### config.mk
export PLATFORM = sky130hd
export DESIGN_NAME = afc_cal_engine
export DESIGN_NICKNAME = d
export VERILOG_FILES = /design/src/rtl/afc_cal_engine.sv
export SDC_FILE = /design/constraint.sdc
export NUM_CORES = 1
export LEC_CHECK = 0
export ABC_AREA = 1
export CORE_ASPECT_RATIO = 0.7
export CORE_MARGIN = 8
export CORE_UTILIZATION = 30
export DETAILED_ROUTE_END_ITERATION = 16
export GPL_ROUTABILITY_DRIVEN = 0
export PLACE_DENSITY_LB_ADDON = 0.05
export SYNTH_ARGS = -nofsm -noshare
export SYNTH_HDL_FRONTEND = slang
export SYNTH_SLANG_ARGS = --single-unit
### constraint.sdc
create_clock -name refclk -period 1.85 [get_ports refclk]
set_input_delay 0.2775 -clock refclk [delete_from_list [all_inputs] [get_ports refclk]]
set_output_delay 0.2775 -clock refclk [all_outputs]
set_load 0.005 [all_outputs]
### src/rtl/afc_cal_engine.sv
// rtl/afc_cal_engine.sv - automatic frequency calibration: binary search, verify and tracking of an oscillator code
module afc_cal_engine #(
  parameter int CODE_WIDTH    = 8,
  parameter int COUNT_WIDTH   = 16,
  parameter int TOL           = 2,
  parameter int RELOCK_THR    = 64,
  parameter int SETTLE_CYCLES = 16,
  parameter int TIMEOUT       = 4096
) (
  input  logic                   refclk,
  input  logic                   rst_n,
  input  logic                   afctrigger,
  input  logic                   track_en,
  input  logic [COUNT_WIDTH-1:0] target_count,
  output logic                   meas_start,
  input  logic                   meas_valid,
  input  logic [COUNT_WIDTH-1:0] meas_count,
  output logic [CODE_WIDTH-1:0]  control_code_out,
  output logic                   afc_status,
  output logic                   afc_busy,
  output logic                   afc_error
);

  localparam int CNT_W = $clog2((TIMEOUT > SETTLE_CYCLES) ? TIMEOUT : SETTLE_CYCLES) + 1;
  localparam int BIT_W = (CODE_WIDTH > 1) ? $clog2(CODE_WIDTH) : 1;
  localparam int DW    = COUNT_WIDTH + 1;

  localparam logic [CODE_WIDTH-1:0] CODE_MID = CODE_WIDTH'(1) << (CODE_WIDTH - 1);
  localparam logic [CODE_WIDTH-1:0] CODE_MAX = '1;
  localparam logic [CODE_WIDTH-1:0] CODE_MIN = '0;
  localparam logic [BIT_W-1:0]      BIT_TOP  = BIT_W'(CODE_WIDTH - 1);
  localparam logic [CNT_W-1:0]      SETTLE_LAST  = CNT_W'(SETTLE_CYCLES - 1);
  localparam logic [CNT_W-1:0]      TIMEOUT_LAST = CNT_W'(TIMEOUT - 1);

  localparam logic signed [DW-1:0] TOL_P = DW'(TOL);
  localparam logic signed [DW-1:0] TOL_N = -DW'(TOL);
  localparam logic signed [DW-1:0] THR_P = DW'(RELOCK_THR);
  localparam logic signed [DW-1:0] THR_N = -DW'(RELOCK_THR);

  typedef enum logic [2:0] {
    S_IDLE   = 3'd0,
    S_SETTLE = 3'd1,
    S_MEAS   = 3'd2,
    S_UPDATE = 3'd3,
    S_VERIFY = 3'd4,
    S_LOCKED = 3'd5,
    S_TRACK  = 3'd6,
    S_ERROR  = 3'd7
  } state_t;

  // Which decision state consumes the result of the current SETTLE/MEAS round.
  typedef enum logic [1:0] {
    M_SEARCH = 2'd0,
    M_VERIFY = 2'd1,
    M_TRACK  = 2'd2
  } mode_t;

  state_t                 state_q, state_d;
  mode_t                  mode_q, mode_d;
  logic [CODE_WIDTH-1:0]  code_q, code_d;
  logic [BIT_W-1:0]       bit_q, bit_d;
  logic [CNT_W-1:0]       cnt_q, cnt_d;
  logic signed [DW-1:0]   diff_q, diff_d;
  logic                   pend_q, pend_d;
  logic                   status_q, status_d;
  logic                   busy_q, busy_d;
  logic                   error_q, error_d;
  logic                   mstart_q, mstart_d;
  logic                   trig_q;

  logic                   trig_rise;
  logic signed [DW-1:0]   diff_now;
  logic                   in_tol;
  logic                   relock;
  logic                   diff_pos;
  logic                   diff_neg;
  logic                   restart;

  // Extended by one bit so the subtraction can never wrap.
  assign diff_now  = $signed({1'b0, meas_count}) - $signed({1'b0, target_count});
  assign trig_rise = afctrigger & ~trig_q;
  assign in_tol    = (diff_q >= TOL_N) && (diff_q <= TOL_P);
  assign relock    = (diff_q > THR_P) || (diff_q < THR_N);
  assign diff_neg  = diff_q[DW-1];
  assign diff_pos  = ~diff_q[DW-1] & (|diff_q);

  // Next-state and datapath decisions; every register holds unless a branch changes it.
  always_comb begin
    state_d  = state_q;
    mode_d   = mode_q;
    code_d   = code_q;
    bit_d    = bit_q;
    cnt_d    = cnt_q;
    diff_d   = diff_q;
    pend_d   = pend_q;
    status_d = status_q;
    busy_d   = busy_q;
    error_d  = error_q;
    mstart_d = 1'b0;
    restart  = trig_rise;

    if (!trig_rise) begin
      case (state_q)
        S_IDLE: begin
        end

        S_SETTLE: begin
          if (cnt_q == SETTLE_LAST) begin
            cnt_d    = '0;
            mstart_d = 1'b1;
            state_d  = S_MEAS;
          end else begin
            cnt_d = cnt_q + CNT_W'(1);
          end
        end

        S_MEAS: begin
          // A strobe coincident with meas_start cannot belong to this window.
          if (meas_valid && !mstart_q) begin
            diff_d = diff_now;
            pend_d = 1'b1;
            cnt_d  = '0;
            case (mode_q)
              M_SEARCH: state_d = S_UPDATE;
              M_VERIFY: state_d = S_VERIFY;
              default:  state_d = S_TRACK;
            endcase
          end else if (cnt_q == TIMEOUT_LAST) begin
            cnt_d    = '0;
            state_d  = S_ERROR;
            error_d  = 1'b1;
            busy_d   = 1'b0;
            status_d = 1'b0;
          end else begin
            cnt_d = cnt_q + CNT_W'(1);
          end
        end

        S_UPDATE: begin
          pend_d = 1'b0;
          if (in_tol) begin
            state_d  = S_LOCKED;
            status_d = 1'b1;
            busy_d   = 1'b0;
          end else begin
            // Counted too many edges: the trial bit made the oscillator too fast.
            if (diff_pos) begin
              code_d[bit_q] = 1'b0;
            end
            if (bit_q != '0) begin
              bit_d         = bit_q - BIT_W'(1);
              code_d[bit_d] = 1'b1;
              cnt_d         = '0;
              state_d       = S_SETTLE;
            end else begin
              state_d = S_VERIFY;
            end
          end
        end

        S_VERIFY: begin
          if (pend_q) begin
            pend_d = 1'b0;
            if (in_tol) begin
              state_d  = S_LOCKED;
              status_d = 1'b1;
              busy_d   = 1'b0;
            end else if (track_en) begin
              state_d = S_TRACK;
              busy_d  = 1'b0;
            end else begin
              state_d  = S_ERROR;
              error_d  = 1'b1;
              busy_d   = 1'b0;
              status_d = 1'b0;
            end
          end else begin
            mode_d  = M_VERIFY;
            cnt_d   = '0;
            state_d = S_SETTLE;
          end
        end

        S_LOCKED: begin
          status_d = 1'b1;
          busy_d   = 1'b0;
          if (track_en) begin
            pend_d  = 1'b0;
            state_d = S_TRACK;
          end
        end

        S_TRACK: begin
          if (pend_q) begin
            pend_d = 1'b0;
            if (relock) begin
              restart = 1'b1;
            end else if (in_tol) begin
              status_d = 1'b1;
              state_d  = track_en ? S_SETTLE : S_LOCKED;
            end else if (diff_neg && code_q == CODE_MAX) begin
              state_d  = S_ERROR;
              error_d  = 1'b1;
              status_d = 1'b0;
            end else if (diff_pos && code_q == CODE_MIN) begin
              state_d  = S_ERROR;
              error_d  = 1'b1;
              status_d = 1'b0;
            end else begin
              code_d  = diff_neg ? code_q + CODE_WIDTH'(1) : code_q - CODE_WIDTH'(1);
              state_d = track_en ? S_SETTLE : S_LOCKED;
            end
            cnt_d = '0;
          end else if (track_en) begin
            mode_d  = M_TRACK;
            cnt_d   = '0;
            state_d = S_SETTLE;
          end else begin
            state_d  = S_LOCKED;
            status_d = 1'b1;
          end
        end

        S_ERROR: begin
          error_d = 1'b1;
        end

        default: begin
          state_d = S_IDLE;
        end
      endcase
    end

    // Fresh binary search from mid-scale, abandoning whatever was in flight.
    if (restart) begin
      state_d  = S_SETTLE;
      mode_d   = M_SEARCH;
      code_d   = CODE_MID;
      bit_d    = BIT_TOP;
      cnt_d    = '0;
      pend_d   = 1'b0;
      status_d = 1'b0;
      error_d  = 1'b0;
      busy_d   = 1'b1;
      mstart_d = 1'b0;
    end
  end

  // State and datapath registers; the trigger history resets high so a level held through reset is not an edge.
  always_ff @(posedge refclk or negedge rst_n) begin
    if (!rst_n) begin
      state_q  <= S_IDLE;
      mode_q   <= M_SEARCH;
      code_q   <= CODE_MID;
      bit_q    <= BIT_TOP;
      cnt_q    <= '0;
      diff_q   <= '0;
      pend_q   <= 1'b0;
      status_q <= 1'b0;
      busy_q   <= 1'b0;
      error_q  <= 1'b0;
      mstart_q <= 1'b0;
      trig_q   <= 1'b1;
    end else begin
      state_q  <= state_d;
      mode_q   <= mode_d;
      code_q   <= code_d;
      bit_q    <= bit_d;
      cnt_q    <= cnt_d;
      diff_q   <= diff_d;
      pend_q   <= pend_d;
      status_q <= status_d;
      busy_q   <= busy_d;
      error_q  <= error_d;
      mstart_q <= mstart_d;
      trig_q   <= afctrigger;
    end
  end

  assign meas_start       = mstart_q;
  assign control_code_out = code_q;
  assign afc_status       = status_q;
  assign afc_busy         = busy_q;
  assign afc_error        = error_q;

endmodule

After elaboration in Yosys (flattened, before gate mapping):

Index checks and enable logic that the tools add are counted.
Widths: inputs -> output; s select.

* register bits after elaboration: 52
* latch bits: 0
* bits in writable memories: 0
* bits in read-only memories: 0
* bits of input ports: 37
* output and inout port bits: 12
* word-level logic and storage cells: 210
* memories: 0

* $add $sub $neg: 5
* $mul: 0
* div/mod/pow operators: 0
* $lt $le $gt $ge: 8
* equality and inequality tests: 39
* shift-type cells: 0
* multiplexer cells: 105
* bitwise operators: 8
* reduce and logical (&&, ||, !) cells: 33

Operators with widths (count)
* $mux 13: 10
* $mux 8: 14
* $pmux 13 s5: 1
* $mux 3: 20
* $ne 3x3->1 const B: 19
* $mux 1: 44
* $ne 4x4->1 const B: 6
* $pmux 3 s6: 1
* $reduce_and 6->1: 3
* $ge 17x2->1 const B: 1
* $gt 17x8->1 const B: 1
* $le 17x3->1 const B: 1
* $lt 17x7->1 const B: 1
* $reduce_or 17->1: 1
* $sub 16x16->17: 1
* $pmux 8 s2: 1
* $add 13x1->13 const B: 1
* $eq 13x12->1 const B: 1
* $eq 13x4->1 const B: 1
* $eq 3x3->1 const B: 4
* $mux 2: 6
* $reduce_bool 6->1: 2
* $reduce_and 11->1: 1
* $reduce_and 10->1: 1
* other kinds (37): 56

Logic depth before layout (Yosys ltp):

Gate-level depths: netlist of the first run.

* depth after elaboration: 16
* mapped depth: 13
* gate-level depth less buffers: 13

Least setup slack after synthesis of the first run:

OpenSTA, ideal clock, no wires.

* path kind: in2reg
* start: input port target_count[2]
* end: register diff_q[9]
* setup time: 0.117 ns
* arrival time: 1.766 ns
* data required time: 1.733 ns
* path slack: -0.033 ns
* stages: 11
* buffers on the path: 0
* cells stage by stage: inv_1 ha_1 nand2_1 o21ai_0 a21boi_0 o21ai_0 nand3_1 nand2_1 nand2_1 nand3_1 nand2_1

* word-level cells in the longest chain between the ends: 1

Ends and longest elaborated chain
* start: declaration: line 14 `input logic [COUNT_WIDTH-1:0] target_count,`
* $sub 16x16->17: line 80 `assign diff_now = $signed({1'b0, meas_count}) - $signed({1'b0, target_count});`
* end signal: assignment: line 270 `diff_q <= diff_d;`
* end: declaration: line 63 `logic signed [DW-1:0] diff_q, diff_d;`

No other way between the ends.
A chain may end at the register's enable or synchronous reset.

Final worst setup path of the first run:

* start: register diff_q[2]
* end: register cnt_q[0]

* word-level cells in the longest chain between the ends: 8
* elaborated cells on any way between the ends: 18

Ends and longest elaborated chain
* $gt 17x8->1 / $lt 17x7->1 (equally long branches): line 83 `assign relock = (diff_q > THR_P) || (diff_q < THR_N);`
* $logic_or 1x1->1: line 83
* $mux 1: line 196 `if (relock) begin`
* $mux 1: line 194 `if (pend_q) begin`
* $mux 1: line 103 `case (state_q)`
* $mux 1: line 102 `if (!trig_rise) begin`
* $ne 4x4->1 (no line), or another cell as far along
* $reduce_and 6->1 (no line)
* end signal: assignment: line 269 `cnt_q <= cnt_d;`
* end: declaration: line 62 `logic [CNT_W-1:0] cnt_q, cnt_d;`

Parallel ways exist; a longest one is shown, timed or not.

==> results of run 1 <==
==> sequential cells by signal, indices dropped and copies added, names as in the netlist <==
signal	flops
diff_q	17
cnt_q	13
control_code_out	8
bit_q	3
state_q	3
mode_q	2
afc_busy	1
afc_error	1
afc_status	1
meas_start	1
pend_q	1
trig_q	1
==> worst max-delay path by stage <==
| stage | startpoint | endpoint | slack, ns | cells after the start |
|---|---|---|---|---|
| floorplan | cnt_q[0] | state_q[1] | 0.03 | 12 |
| global placement | meas_count[0] | diff_q[14] | -0.54 | 12 |
| detailed placement | meas_count[0] | diff_q[14] | -0.55 | 12 |
| CTS | bit_q[0] | control_code_out[3] | 0.002 | 10 |
| global route | diff_q[14] | state_q[2] | -0.06 | 12 |
| finish | diff_q[2] | cnt_q[0] | 0.04 | 13 |
==> area by class of cell <==
type	instances	area [um^2]	area share
clock buffer	6	138.9	0.01809
tap	200	250.2	0.03259
multi-input combinational	572	3772	0.4913
timing repair buffer	202	1767	0.2301
sequential	52	1314	0.1711
clock inverter	2	17.52	0.002281
inverter	108	419.2	0.05459
==> power by group through the flow <==
| stage | combinational [mW] | clock (mW) | sequential [mW] |
|---|---|---|---|
| 6_report | 7.69 | 1.02 | 2.18 |
| 5_1_grt | 8.50 | 1.08 | 2.25 |
| 4_1_cts | 6.56 | 1.04 | 2.12 |
| 3_5_place_dp | 6.20 | 0 | 2.12 |
| 3_3_place_gp | 6.17 | 0 | 2.12 |
| 2_1_floorplan | 3.63 | 0 | 2.06 |
==> stage by stage <==
stage | hold WS, ns | setup WS, ns | utilization | setup TNS (ns) | cells
6_report | 0.4133 | 0.03779 | 0.4954 | 0 | 1142
5_1_grt | 0.4168 | -0.06230 | 0.4954 | -0.9942 | 1142
4_1_cts | 0.4119 | 0.001853 | 0.4469 | 0 | 1130
3_5_place_dp | 0.3003 | -0.5501 | 0.4156 | -10.21 | 1112
3_3_place_gp | 0.2960 | -0.5430 | 0.4156 | -9.917 | 1112
2_1_floorplan | -0.01809 | 0.03010 | - | 0 | 745
==> placed cells by master, fill, tap and decap left out, types with 4 or more instances in the layout <==
cell                              instances
sky130_fd_sc_hd__dfrtp_1                 42
sky130_fd_sc_hd__xnor2_1                  6
sky130_fd_sc_hd__nand2_1                162
sky130_fd_sc_hd__buf_6                   14
sky130_fd_sc_hd__ha_4                    15
sky130_fd_sc_hd__o21ai_2                  4
sky130_fd_sc_hd__nand3_1                 53
sky130_fd_sc_hd__a21oi_2                 10
sky130_fd_sc_hd__dfrtp_2                  5
sky130_fd_sc_hd__clkdlybuf4s50_1         35
sky130_fd_sc_hd__nand3_4                  5
sky130_fd_sc_hd__inv_2                   20
sky130_fd_sc_hd__nor2_1                  49
sky130_fd_sc_hd__a21oi_4                  4
sky130_fd_sc_hd__nor3_2                   4
sky130_fd_sc_hd__nand4_1                 20
sky130_fd_sc_hd__buf_12                   4
sky130_fd_sc_hd__o211ai_1                 5
sky130_fd_sc_hd__nand2_2                 30
sky130_fd_sc_hd__dlymetal6s2s_1          10
sky130_fd_sc_hd__ha_1                     9
sky130_fd_sc_hd__inv_1                   85
sky130_fd_sc_hd__o21ai_1                 29
sky130_fd_sc_hd__o21ai_4                  6
sky130_fd_sc_hd__nand3b_1                 4
sky130_fd_sc_hd__a21oi_1                 22
sky130_fd_sc_hd__nand3_2                 14
sky130_fd_sc_hd__nor2_2                  17
sky130_fd_sc_hd__xor2_1                   9
sky130_fd_sc_hd__nor3_1                  15
sky130_fd_sc_hd__buf_4                  134
sky130_fd_sc_hd__nor2_4                  13
sky130_fd_sc_hd__nand2_4                 11
sky130_fd_sc_hd__o2111ai_1                5
sky130_fd_sc_hd__clkbuf_16                5
sky130_fd_sc_hd__o21ai_0                 26
sky130_fd_sc_hd__dfstp_2                  5
==> critical path, stage by stage (launching register included) <==
cell                      delay [ns]
sky130_fd_sc_hd__dfrtp_1        0.40
sky130_fd_sc_hd__buf_4          0.15
sky130_fd_sc_hd__nor2_1         0.10
sky130_fd_sc_hd__nand3_1        0.09
sky130_fd_sc_hd__nand2_1        0.10
sky130_fd_sc_hd__nand2_2        0.07
sky130_fd_sc_hd__nand3_4        0.10
sky130_fd_sc_hd__nand2_4        0.09
sky130_fd_sc_hd__inv_8          0.09
sky130_fd_sc_hd__buf_6          0.10
sky130_fd_sc_hd__o21ai_4        0.05
sky130_fd_sc_hd__nand2_4        0.11
sky130_fd_sc_hd__buf_6          0.15
sky130_fd_sc_hd__o21ai_0        0.09
==> logic make-up (layout without fill, tap and decap cells) <==
| kind of cell | Yosys count | in the layout |
|---|---|---|
| DFF | 52 | 52 |
| xor gates and xnor gates | 15 | 15 |
| AOI/OAI and AO/OA | 128 | 128 |
| adders and majority gates | 27 | 27 |
| buffers and inverters | 122 | 318 |
| and+or+nand+nor | 401 | 402 |
==> timing repair <==
item | 4_1_cts | 5_1_grt
resized for setup | 68 | 191
cloned | 2 | 0
hold buffers | 1 | 0
setup buffers | 7 | 13
endpoints found under the setup margin | 42 | 43
pin swaps | 16 | 88
endpoints found under the hold margin | 47 | 0
==> metal layers <==
layer,GRT usage,wire length [um],vias to the layer above
li1,-,-,2861
met5,0,0,-
met2,0.2274,6560,145
met4,0.01851,68,0
met1,0.2619,9404,2638
met3,0.02697,957,7
==> Implementation_results.wiki, run 1 <==
{| class="wikitable"
! Metric !! Value
|-
| Final HPWL DP || 12750 um
|-
| Antenna cell count || 0
|-
| Clock tree from TritonCTS || built
|-
| Internal power || 5.679 mW
|-
| Combined area of all synthesized cells || 4742 um^2
|-
| Clock root buffer || sky130_fd_sc_hd__clkbuf_16
|-
| Most used standard cell by instance count after synthesis || sky130_fd_sc_hd__nand2_1
|-
| Async S/R FF share, synth || 1.000
|-
| DRC errors left || 0
|-
| Run status || complete, no violations
|-
| Cell type contributing the most total cell area after synthesis || sky130_fd_sc_hd__dfrtp_1
|-
| Worst Tran Pin Value || 0.4218 ns
|-
| Number of fill cells in the layout || 1516
|-
| Share of total power in sequential cells || 0.200
|-
| Post-detailed-route via-to-cell ratio || 4.948
|-
| Net switching power || 5.214 mW
|-
| Antenna-violating nets left || 0
|-
| Worst reg-to-reg path cell count || 13
|-
| Reg2Reg Launch Point || diff_q[2]
|-
| DRC marker count from the first detailed-route iteration || 380
|-
| DR WL/cell || 14.88 um
|-
| Share of the synthesized area in compound gates (AO/OA/AOI/OAI) || 0.1515
|-
| Iteration count of the initial detailed-routing pass || 5
|-
| Max-slew violations || 0
|-
| Combinational family with the most area after synthesis || simple AND/OR/NAND/NOR gates
|-
| Cell types with the highest counts after synthesis || sky130_fd_sc_hd__nand2_1 (197), sky130_fd_sc_hd__inv_1 (103), sky130_fd_sc_hd__nor2_1 (75), sky130_fd_sc_hd__nand3_1 (71), sky130_fd_sc_hd__o21ai_0 (56)
|-
| Overall routing resource usage || 0.1642
|-
| Syn avg cell area || 6.365 um^2
|-
| Final design instance area without fill || 7679 um^2
|-
| Clock share of power || 0.094
|-
| Clock latency on the worst-skew pair || 0.30 ns
|-
| Critical path launch point type || flip-flop
|-
| # nets final || 1005
|-
| Highest attainable clock frequency || 0.5518 GHz
|-
| Synth top area cells || sky130_fd_sc_hd__dfrtp_1 (25%), sky130_fd_sc_hd__nand2_1 (16%), sky130_fd_sc_hd__inv_1 (8.2%)
|-
| Count of max-cap constraint violations || 0
|-
| RSZ-0062 raised after global routing || true
|-
| Die Width || 166.3 um
|-
| Peak VDD IR || 0.8612 mV
|-
| Synth Register Bits || 52
|-
| Vias in the first global route || 5333
|-
| Max Buffers Root-to-Sink || 2
|-
| Initial core utilization || 0.3059
|-
| Number of cell rows || 38
|-
| Data required, critical path || 2.03 ns
|-
| Critical path fanouts, max || 7
|-
| XOR/XNOR Fraction of Synth Area || 0.02770
|-
| Sw Share || 0.4786
|-
| Post-Syn Instances || 745
|-
| Layout cells sized above 1 || 0.3609
|-
| Leak pwr || 3.705 nW
|-
| CP Data Arrival Time || 2.00 ns
|-
| Number of buffer cells added on primary ports || 48
|-
| EDFF count, synth || 0
|-
| Sequential fraction of the synthesis area || 0.2757
|-
| Overall Power || 10.89 mW
|-
| WHS Path Cells || 1
|-
| Total gr overflow || 0
|-
| Number of hold violations in the final report || 0
|-
| Power density of the placed cells || 1419 nW/um^2
|-
| Layout area overhead || 61.93%
|-
| Final routed wirelength across all metal layers || 16990 um
|-
| Commonest register cell after synthesis || sky130_fd_sc_hd__dfrtp_1
|-
| Number of antenna violations at the first check in global routing || 0
|-
| Core Footprint || 15500 um^2
|-
| Placed instance area || 6441 um^2
|-
| Clock skew after layout || 0.008342 ns
|-
| Share of total power in combinational logic || 0.706
|-
| Count of H-tree levels built during CTS || 2
|-
| Distinct cell type count of the synthesized netlist || 41
|-
| Clock buffer count from CTS || 5
|-
| Clock-pin slew of the registers on the worst-case setup and hold paths || 0.08 ns
|-
| Hold_sp || afctrigger
|-
| Path type of the worst setup path || flip-flop to flip-flop
|-
| DR vias || 5651
|-
| Wire length of the first global-routing pass || 27520 um
|-
| Maximum number of pins on one net before global-route repair || 53
|-
| Portion of netlist area occupied by mux cells || 0
|-
| Area share of the largest cell type after synthesis || 0.2480
|-
| Reg-to-reg setup timing slack || 0.04 ns
|-
| Total Die Area || 20150 um^2
|-
| Period Utilization, post-route || 0.9796
|-
| Overall die height || 121.2 um
|-
| Rel. slew slack || 0.7148
|-
| Net count after synthesis || 809
|-
| Final worst path period need || 1.812 ns
|-
| TritonCTS Sinks || 52
|-
| End of the worst register-to-register path || cnt_q[0]
|-
| Adder-cell share of the synthesized area || 0.07441
|-
| Class of the worst hold path || primary input to flip-flop
|-
| Terminating pin of the worst hold path || trig_q
|-
| Simple-Gate Fraction of Synth Area || 0.3683
|-
| Setup violators final || 0
|-
| Category of the worst setup path capture point || flip-flop
|-
| I/O pin cnt || 49
|-
| Count of warnings emitted by yosys || 0
|}
Note: power is estimated with default switching activity, not from simulation.
==> inputs of run 2 (changes only) <==
CORE_UTILIZATION = 53   (was 30)
==> run 2 against run 1 <==
Setup slack got worse by 0.030 ns. Critical path depth decreased by 2. Global-route usage increased by 9.8 points. First-iteration DRC count increased by 53%. Clock skew increased by 0.0030 ns. Maximum frequency decreased by 1.7%. Wire length increased by 1.1%. Flip-flop and latch count unchanged. Final cell count decreased by 8.4%. Combinational power decreased by 5.2%. Critical path type unchanged. Critical endpoint is now control_code_out[1].
==> Implementation_results.wiki, run 2 (synthesized netlist as in run 1, its figures left out) <==
{| class="wikitable"
! Metric !! Value
|-
| Total Die Area || 12280 um^2 (was 20150 um^2)
|-
| Clock skew after layout || 0.01139 ns (was 0.008342 ns)
|-
| TritonCTS Sinks || 52 (unchanged)
|-
| Final routed wirelength across all metal layers || 17180 um (was 16990 um)
|-
| Number of hold violations in the final report || 0 (unchanged)
|-
| Data required, critical path || 2.06 ns (was 2.03 ns)
|-
| Final HPWL DP || 11860 um (was 12750 um)
|-
| Maximum number of pins on one net before global-route repair || 53 (unchanged)
|-
| DR vias || 5992 (was 5651)
|-
| Total gr overflow || 0 (unchanged)
|-
| Antenna cell count || 0 (unchanged)
|-
| Timing startpoint of the critical path || diff_q[6] (was diff_q[2])
|-
| Initial core utilization || 0.5334 (was 0.3059)
|-
| Layout area overhead || 53.72% (was 61.93%)
|-
| I/O pin cnt || 49 (unchanged)
|-
| Register ranked first by flip-flop count || diff_q (unchanged)
|-
| DRC errors left || 0 (unchanged)
|-
| Setup violators final || 0 (unchanged)
|-
| Layout cells sized above 1 || 0.3395 (was 0.3609)
|-
| Reg2Reg Launch Point || diff_q[6] (was diff_q[2])
|-
| Overall die height || 95.14 um (was 121.2 um)
|-
| Number of buffer cells added on primary ports || 48 (unchanged)
|-
| Overall routing resource usage || 0.2626 (was 0.1642)
|-
| Worst Slack Setup Final || 0.007371 ns (was 0.03779 ns)
|-
| Run status || complete, no violations (unchanged)
|-
| Post-route core utilization || 0.8200 (was 0.4954)
|-
| DRC marker count from the first detailed-route iteration || 581 (was 380)
|-
| Period Utilization, post-route || 0.9960 (was 0.9796)
|-
| Worst Tran Pin Value || 0.4374 ns (was 0.4218 ns)
|-
| Final worst path period need || 1.843 ns (was 1.812 ns)
|-
| Path type of the worst setup path || flip-flop to flip-flop (unchanged)
|-
| Number of placed cells counting well taps || 1016 (was 1112)
|-
| # nets final || 985 (was 1005)
|-
| CP Data Arrival Time || 2.06 ns (was 2.00 ns)
|-
| Number of cell rows || 29 (was 38)
|-
| Count of max-cap constraint violations || 0 (unchanged)
|-
| Clock root buffer || sky130_fd_sc_hd__clkbuf_16 (unchanged)
|-
| Most used cells in the layout excluding fill and tap cells || sky130_fd_sc_hd__nand2_1 (162), sky130_fd_sc_hd__buf_4 (117), sky130_fd_sc_hd__inv_1 (83), sky130_fd_sc_hd__nand3_1 (57), sky130_fd_sc_hd__nor2_1 (54) (was sky130_fd_sc_hd__nand2_1 (162), sky130_fd_sc_hd__buf_4 (134), sky130_fd_sc_hd__inv_1 (85), sky130_fd_sc_hd__nand3_1 (53), sky130_fd_sc_hd__nor2_1 (49))
|-
| Vias in the first global route || 5438 (was 5333)
|-
| Most common library cell in the layout ignoring fill and taps || sky130_fd_sc_hd__nand2_1 (unchanged)
|-
| Clock-pin slew of the registers on the worst-case setup and hold paths || 0.07 ns (was 0.08 ns)
|-
| Iteration count of the initial detailed-routing pass || 6 (was 5)
|-
| Count of H-tree levels built during CTS || 2 (unchanged)
|-
| Post-Route Hold Slack || 0.4880 ns (was 0.4133 ns)
|-
| Critical path fanouts, max || 8 (was 7)
|-
| Number of antenna violations at the first check in global routing || 0 (unchanged)
|-
| Core Footprint || 8890 um^2 (was 15500 um^2)
|-
| Post-detailed-route via-to-cell ratio || 5.728 (was 4.948)
|-
| Wire length of the first global-routing pass || 26010 um (was 27520 um)
|-
| Rel. slew slack || 0.7059 (was 0.7148)
|-
| Highest attainable clock frequency || 0.5427 GHz (was 0.5518 GHz)
|-
| Class of the worst hold path || primary input to asynchronous set/reset pin (was primary input to flip-flop)
|-
| Flip-flop count of the largest register after layout || 17 (unchanged)
|-
| Max-slew violations || 0 (unchanged)
|-
| Category of the worst setup path capture point || flip-flop (unchanged)
|-
| RSZ-0062 raised after global routing || true (unchanged)
|-
| Worst slack, placed || -0.5787 ns (was -0.5501 ns)
|-
| Peak VDD IR || 1.235 mV (was 0.8612 mV)
|-
| Die Width || 129.1 um (was 166.3 um)
|-
| Clock latency on the worst-skew pair || 0.30 ns (about the same)
|-
| Leak pwr || 3.612 nW (was 3.705 nW)
|-
| Power density of the placed cells || 1431 nW/um^2 (was 1419 nW/um^2)
|-
| Antenna-violating nets left || 0 (unchanged)
|-
| Worst reg-to-reg path cell count || 11 (was 13)
|-
| Clock tree from TritonCTS || built (unchanged)
|-
| DR WL/cell || 16.43 um (was 14.88 um)
|-
| Final instance count without filler cells || 1046 (was 1142)
|-
| Max Buffers Root-to-Sink || 2 (unchanged)
|-
| Critical path launch point type || flip-flop (unchanged)
|-
| Clock buffer count from CTS || 5 (unchanged)
|-
| Sum Neg Setup Slack || 0 ns (unchanged)
|}
run 2: final timing paths:
kind                                  endpoint  slack (ns)
max                        control_code_out[1]       0.007
min                                  diff_q[1]        0.49
max reg2reg                control_code_out[1]       0.007
min reg2reg                           afc_busy        0.50
max in group asynchronous             bit_q[1]        1.05
min in group refclk                  diff_q[0]        0.49
run 2: metrics by stage:
| step | instance area, um^2 | power, mW |
|---|---|---|
| after global routing | 7289 | 11.18 |
| after floorplan | 4742 | 5.693 |
| final | 7289 | 10.43 |
| after global placement | 6171 | 7.702 |
| after CTS | 6673 | 9.284 |
| after detailed placement | 6171 | 7.923 |
run 2: what timing repair did:
item / 4_1_cts / 5_1_grt
hold buffers: 1 / 0
cloned: 2 / 1
endpoints found under the hold margin: 47 / 0
setup endpoints to repair: 32 / 41
gates resized for setup: 78 / 163
pin swaps: 14 / 54
buffers inserted: 6 / 12
run 2: report_power, final:
group	switching [mW]	total, mW	internal (mW)
combinational	4.13	7.29	3.15
clock	0.451	0.955	0.505
sequential	0.544	2.19	1.64
total	5.13	10.4	5.30
run 2: cell type report:
cell class / instances / area, um^2
flip-flops and latches: 52 / 1310
inverters: 108 / 417.9
repair buffers: 182 / 1604
fillers: 567 / 1600
clock inverters: 3 / 23.77
multi-input cells: 572 / 3654
well taps: 124 / 155.1
clock buffers: 5 / 125.1
run 2: worst max-delay path, stage by stage (launching register included):
cell and delay (ns):
sky130_fd_sc_hd__dfrtp_1 0.41, sky130_fd_sc_hd__inv_1 0.11, sky130_fd_sc_hd__nor2_1 0.20, sky130_fd_sc_hd__nand3_1 0.16, sky130_fd_sc_hd__nand3_2 0.13, sky130_fd_sc_hd__nand2_4 0.09, sky130_fd_sc_hd__buf_6 0.13, sky130_fd_sc_hd__nor2_4 0.12
sky130_fd_sc_hd__o21ai_4 0.10, sky130_fd_sc_hd__nand2_4 0.15, sky130_fd_sc_hd__nand2_1 0.06, sky130_fd_sc_hd__o21ai_1 0.10
run 2: per-layer routing:
| metal | vias to the layer above | global-route usage | part of all wire |
|---|---|---|---|
| met4 | 0 | 0.05940 | 0.018 |
| li1 | 2807 | - | - |
| met1 | 2806 | 0.3766 | 0.44 |
| met5 | - | 0 | 0 |
| met2 | 336 | 0.3969 | 0.45 |
| met3 | 43 | 0.05475 | 0.095 |
